File: config.mk
export PLATFORM = sky130hd
export DESIGN_NAME = bitmap_video_fetch
export DESIGN_NICKNAME = d
export VERILOG_FILES = /design/src/rtl/cc_video_pkg.sv /design/src/rtl/bitmap_pixel_shifter.sv /design/src/rtl/bitmap_video_fetch.sv
export SDC_FILE = /design/constraint.sdc
export NUM_CORES = 1
export LEC_CHECK = 0
export CORE_MARGIN = 4
export CORE_UTILIZATION = 39
export DETAILED_ROUTE_END_ITERATION = 8
export PLACE_DENSITY = 0.71
export SYNTH_ARGS = -nofsm -noshare
export SYNTH_HDL_FRONTEND = slang
export SYNTH_SLANG_ARGS = --single-unit
File: constraint.sdc
create_clock -name clk -period 1.9 [get_ports clk]
set_input_delay 0.38 -clock clk [delete_from_list [all_inputs] [get_ports clk]]
set_output_delay 0.38 -clock clk [all_outputs]
set_load 0.01 [all_outputs]
File: src/rtl/cc_video_pkg.sv
// Shared video constants, fetch FSM states and nibble helpers
// for the bitmap DRAM read path.
package cc_video_pkg;

  localparam int SCREEN_W = 256;
  localparam int SCREEN_H = 256;
  localparam int PIX_BITS = 4;
  localparam int WORD_W   = 4 * PIX_BITS;

  localparam logic [8:0] FETCH_START = 9'd508;
  localparam logic [8:0] FETCH_END   = 9'd252;

  localparam logic [1:0] NIB_FIRST = 2'd0;
  localparam logic [1:0] NIB_LAST  = 2'd3;

  typedef enum logic {
    ST_IDLE,
    ST_REQ
  } fetch_state_e;

  function automatic logic [PIX_BITS-1:0] nib_sel(
    input logic [WORD_W-1:0] w,
    input logic [1:0]        i
  );
    return w[i*PIX_BITS +: PIX_BITS];
  endfunction

endpackage

File: src/rtl/bitmap_pixel_shifter.sv
// Holds the displayed word, walks its nibbles in flip order
// and registers the colour index with its valid flag.
module bitmap_pixel_shifter
  import cc_video_pkg::*;
(
  input  logic        clk,
  input  logic        reset_n,
  input  logic        pix_ce,
  input  logic        load,
  input  logic [15:0] load_word,
  input  logic        load_flip,
  input  logic        vis,
  output logic [3:0]  pixel,
  output logic        pixel_valid
);

  logic [15:0] sh_q;
  logic [1:0]  cnt_q;
  logic        fl_q;
  logic        vis_q;
  logic [1:0]  sel;

  assign sel = fl_q ? (NIB_LAST - cnt_q) : (NIB_FIRST + cnt_q);

  // word holder and nibble position, flip captured with the word
  always_ff @(posedge clk or negedge reset_n) begin
    if (!reset_n) begin
      sh_q  <= '0;
      cnt_q <= '0;
      fl_q  <= 1'b0;
    end else if (pix_ce) begin
      if (load) begin
        sh_q  <= load_word;
        cnt_q <= '0;
        fl_q  <= load_flip;
      end else begin
        cnt_q <= cnt_q + 2'd1;
      end
    end
  end

  // output stage; visibility delayed one pixel to line up with data
  always_ff @(posedge clk or negedge reset_n) begin
    if (!reset_n) begin
      vis_q       <= 1'b0;
      pixel       <= '0;
      pixel_valid <= 1'b0;
    end else if (pix_ce) begin
      vis_q       <= vis;
      pixel       <= vis_q ? nib_sel(sh_q, sel) : 4'd0;
      pixel_valid <= vis_q;
    end
  end

endmodule

File: src/rtl/bitmap_video_fetch.sv
// Bitmap DRAM read side: address generation, one-ahead fetch
// FSM, prefetch buffer and underrun tracking.
module bitmap_video_fetch
  import cc_video_pkg::*;
(
  input  logic        clk,
  input  logic        reset_n,
  input  logic        pix_ce,
  input  logic [8:0]  hcount,
  input  logic [7:0]  vcount,
  input  logic        hblank,
  input  logic        vblank,
  input  logic [7:0]  scroll_x,
  input  logic [7:0]  scroll_y,
  input  logic        flip,
  output logic        rd_req,
  output logic [13:0] rd_addr,
  input  logic        rd_ack,
  input  logic [15:0] rd_data,
  output logic [3:0]  pixel,
  output logic        pixel_valid,
  output logic        underrun
);

  fetch_state_e state_q, state_d;

  logic        armed_q;
  logic        req_flip_q;
  logic        pf_full_q;
  logic [15:0] pf_data_q;
  logic        pf_flip_q;
  logic        vblank_q;

  logic        grp_pt, in_win, win_start;
  logic        launch, ack_v, bypass, vis;
  logic [7:0]  x_raw, y_raw, x, y;
  logic [15:0] ld_word;
  logic        ld_flip;

  assign grp_pt    = pix_ce & (hcount[1:0] == 2'b00);
  assign in_win    = (hcount >= FETCH_START) | (hcount <= FETCH_END);
  assign win_start = hcount == FETCH_START;
  assign launch    = grp_pt & in_win & (armed_q | win_start);
  assign ack_v     = rd_ack & (state_q == ST_REQ);
  assign bypass    = grp_pt & ~pf_full_q & ack_v;
  assign vis       = ~hblank & ~vblank;
  assign rd_req    = state_q == ST_REQ;

  assign x_raw = hcount[7:0] + 8'd4 + scroll_x;
  assign y_raw = vcount + scroll_y;
  assign x     = flip ? ~x_raw : x_raw;
  assign y     = flip ? ~y_raw : y_raw;

  // next-state: launch only from idle, ack returns to idle
  always_comb begin
    state_d = state_q;
    unique case (1'b1)
      state_q == ST_IDLE: if (launch) state_d = ST_REQ;
      state_q == ST_REQ:  if (rd_ack) state_d = ST_IDLE;
    endcase
  end

  // word handed to the shifter at a group boundary
  always_comb begin
    ld_word = '0;
    ld_flip = 1'b0;
    if (pf_full_q) begin
      ld_word = pf_data_q;
      ld_flip = pf_flip_q;
    end else if (ack_v) begin
      ld_word = rd_data;
      ld_flip = req_flip_q;
    end
  end

  // state, request address and post-reset arming
  always_ff @(posedge clk or negedge reset_n) begin
    if (!reset_n) begin
      state_q    <= ST_IDLE;
      rd_addr    <= '0;
      req_flip_q <= 1'b0;
      armed_q    <= 1'b0;
    end else begin
      state_q <= state_d;
      if (launch && state_q == ST_IDLE) begin
        rd_addr    <= {y, x[7:2]};
        req_flip_q <= flip;
      end
      if (grp_pt && win_start)
        armed_q <= 1'b1;
    end
  end

  // prefetch buffer: drained at load, filled on a non-bypass ack
  always_ff @(posedge clk or negedge reset_n) begin
    if (!reset_n) begin
      pf_full_q <= 1'b0;
      pf_data_q <= '0;
      pf_flip_q <= 1'b0;
    end else begin
      if (grp_pt && pf_full_q)
        pf_full_q <= 1'b0;
      if (ack_v && !bypass) begin
        pf_full_q <= 1'b1;
        pf_data_q <= rd_data;
        pf_flip_q <= req_flip_q;
      end
    end
  end

  // sticky underrun, cleared when vertical blank begins
  always_ff @(posedge clk or negedge reset_n) begin
    if (!reset_n) begin
      vblank_q <= 1'b0;
      underrun <= 1'b0;
    end else begin
      vblank_q <= vblank;
      if (vblank && !vblank_q)
        underrun <= 1'b0;
      else if (grp_pt && !pf_full_q && !ack_v && vis)
        underrun <= 1'b1;
    end
  end

  bitmap_pixel_shifter u_shifter (
    .clk         (clk),
    .reset_n     (reset_n),
    .pix_ce      (pix_ce),
    .load        (grp_pt),
    .load_word   (ld_word),
    .load_flip   (ld_flip),
    .vis         (vis),
    .pixel       (pixel),
    .pixel_valid (pixel_valid)
  );

endmodule
==> out/results.txt <==
global-route wire length before repair: 12.2 mm
endpoints failing hold: 0
final net count: 478
share of layout cells above drive strength 1: 21.4%
Post-CTS Hold Fix Bufs: 0
clk buf depth: 2
Seq. cell area: 1550 sq um
vias per inst: 5.04
Leak: 2.00 nW
Worst Hold Class: input pin to async pin
filler instances: 709
CTS Root Cell: clkbuf_8
clock buffer count from CTS: 9
crit-path cells: clkdlybuf4s50_1, ha_1, fa_2, a21o_1, a21oi_2, o21ai_0, xnor2_1, o21ai_1
vias in the first global route: 2538
GRT overflow: 0
met3 usage: 5.47%
Rel. slew slack: 49.3%
most common cell after layout, fill and taps aside: clkdlybuf4s50_1
met2 Use GR: 26.3%
starting density of the core: 40.0%
Core Box Area: 8180 sq um
Sw Pwr: 1.31 mW
mean area per synthesized cell: 10.8 sq um
Critical Path RT: 2130 ps
pre-CTS setup slack: -625 ps
Cell Area, Placed: 4300 sq um
gr busiest metal: met2
slowest stage cell, crit path: clkdlybuf4s50_1
die footprint: 9910 sq um
clock network power share: 24.0%
Detailed Place HPWL: 5.61 mm
FF+latch count, synth: 62
Placed Cells: 495
largest net degree at the start of global routing: 63
Post-DRT Antenna Nets: 0
Slew Viols, Final: 0
Yosys warnings: 0
CP Launch Type: input pin
Crit path buffers/inverters: 1
routability cong.: 0.850
most frequent cells in the layout: clkdlybuf4s50_1 (71), dfrtp_1 (62), nor2_1 (37)
FMAX: 0.543 GHz
Worst-path clk slew: 70 ps
Num Clock Sinks: 62
Flop pwr share: 43.5%
Switching Fraction: 30.8%
Least-Margin Pin Slew: 760 ps
worst path arrival time: 2080 ps
Total GRT Usage: 15.6%
max incr delay on CP: 400 ps
Int Pwr: 2.94 mW
Yosys cell types: 35
Final Instance Area: 4570 sq um
Syn Std Cell Area: 3270 sq um
WS Path Type: input pin to flop
Synth Instances: 302
Syn Nets: 378
peak supply drop: 487 uV
max-cap violations: 0
Critical Path End Type: flop
final setup fails: 0
Ant. Diodes: 0
io pins: 77
period utilization: 97.0%
final WL: 7.56 mm
wire per inst: 14.8 um
drt pass-1 iters: 4
Rows: 33
kind of cell adding the most delay to the critical path: adder cells
Port Buffers: 76
setup ws final: 57.6 ps
Final min period: 1840 ps
combinational group share of total power: 32.6%
DRT iter0 DRCs: 102
footprint of the multi-input gates: 1690 sq um
setup TNS: 0 ps
fin cells: 512
die width: 99.6 um
die height: 99.6 um
Area growth, synth to finish: 39.9%
CTS tree: done
Final Skew: 4.50 ps
worst-path fanout max: 2
via count: 2583
sequential fraction of the synthesis area: 47.5%
clk_lat worst skew: 340 ps
status: finished clean
GR Layer Usage met1: 18.5%
DRC: 0
initial antenna violation count: 0
CTS HTree Levels: 3
power per cell area: 929 nW/um^2
[sequential cells by signal (all words and copies together) (netlist names), 2 cells and up]
signal	cells
u_shifter.sh_q	16
u_shifter.pixel	4
u_shifter.cnt_q	2
rd_addr	14
pf_data_q	16
[power groups by stage]
stage / Combinational, mW / Sequential (mW) / Clock (mW)
after global routing: 1.52 / 1.89 / 1.10
after CTS: 1.36 / 1.85 / 1.04
after global placement: 1.30 / 1.85 / 0
after detailed placement: 1.34 / 1.87 / 0
after floorplan: 0.675 / 1.87 / 0
final: 1.38 / 1.85 / 1.02
[cells in the mapped netlist]
library cell	count	area (sq um)
and3_1	1	6.26
a31oi_1	3	18.8
a31o_2	1	8.76
a21o_1	4	30.0
nand3_2	1	10.0
o31ai_1	1	7.51
a21oi_1	9	45.0
nor2_2	1	6.26
buf_2	7	35.0
dfrtp_1	62	1550
ha_1	18	225
nand3_1	7	35.0
mux2_4	1	15.0
mux2_2	19	214
xnor2_1	22	193
nand2b_1	1	6.26
buf_6	1	11.3
mux4_1	4	105
nor2_1	40	150
and4_1	1	8.76
nand3b_1	1	7.51
clkbuf_2	1	5.00
nand2_1	21	78.8
inv_1	13	48.8
nand4_1	1	6.26
and2_1	1	6.26
fa_1	2	40.0
nor2_4	1	11.3
a221oi_1	17	149
xor2_1	8	70.1
clkbuf_1	5	18.8
o22ai_1	2	12.5
a41o_1	1	10.0
buf_4	1	7.51
o21ai_0	23	115
[path summary, 6_finish.rpt]
kind                                                     start                                 to  slack (ps)  cells after the start
worst max-delay path                                 vcount[0]            rd_addr[12]$_DFFE_PN0P_          60                      8
worst min-delay path                                   reset_n          pf_data_q[13]$_DFFE_PN0P_          20                      2
worst max register to register  u_shifter.cnt_q[0]$_DFFE_PN0P_     u_shifter.pixel[1]$_DFFE_PN0P_         320                      5
worst min register to register              vblank_q$_DFF_PN0_               underrun$_DFFE_PN0P_         460                      2
max in group asynchronous                              reset_n  u_shifter.pixel_valid$_DFFE_PN0P_        1590                      2
min in group clk                            vblank_q$_DFF_PN0_               underrun$_DFFE_PN0P_         460                      2
[what timing repair did]
item / CTS / global route
resized for setup: 16 / 9
endpoints found under the setup margin: 16 / 4
pin swaps: 6 / 3
buffers inserted: 1 / 0
[logic make-up (layout without fill, tap and decap cells)]
logic type	Yosys count	in the layout	share of synthesized area (%)
flops	62	62	47.5
fa+ha+maj	20	20	8.11
xor+xnor	30	30	8.04
mux	24	24	10.2
buf+inv	28	133	3.87
compound gates	61	61	12.1
simple gates	77	77	10.2
[per-stage QoR]
stage               power (mW)  hold slack [ps]  utilization (%)
global route              4.51             51.1             55.9
global placement          3.16              413             52.6
CTS                       4.26             39.4             55.3
finish                    4.25             24.2             55.9
floorplan                 2.55             84.4                -
detailed placement        3.21              416             52.6
[routing by layer]
metal	share of wire, %	vias up
met5	0	-
met4	1.3	0
met3	5.4	8
met2	51	56
met1	42	1255
li1	-	1264
[cell type report]
cell class | instances | share of cell area (%)
multi-input combinational | 212 | 37.0
sequential | 62 | 33.9
timing repair buffer | 104 | 21.3
tap | 105 | 2.87
clock buffer | 9 | 2.71
clock inverter | 7 | 1.09
inverter | 13 | 1.07
(Power assumes the default switching activity.)
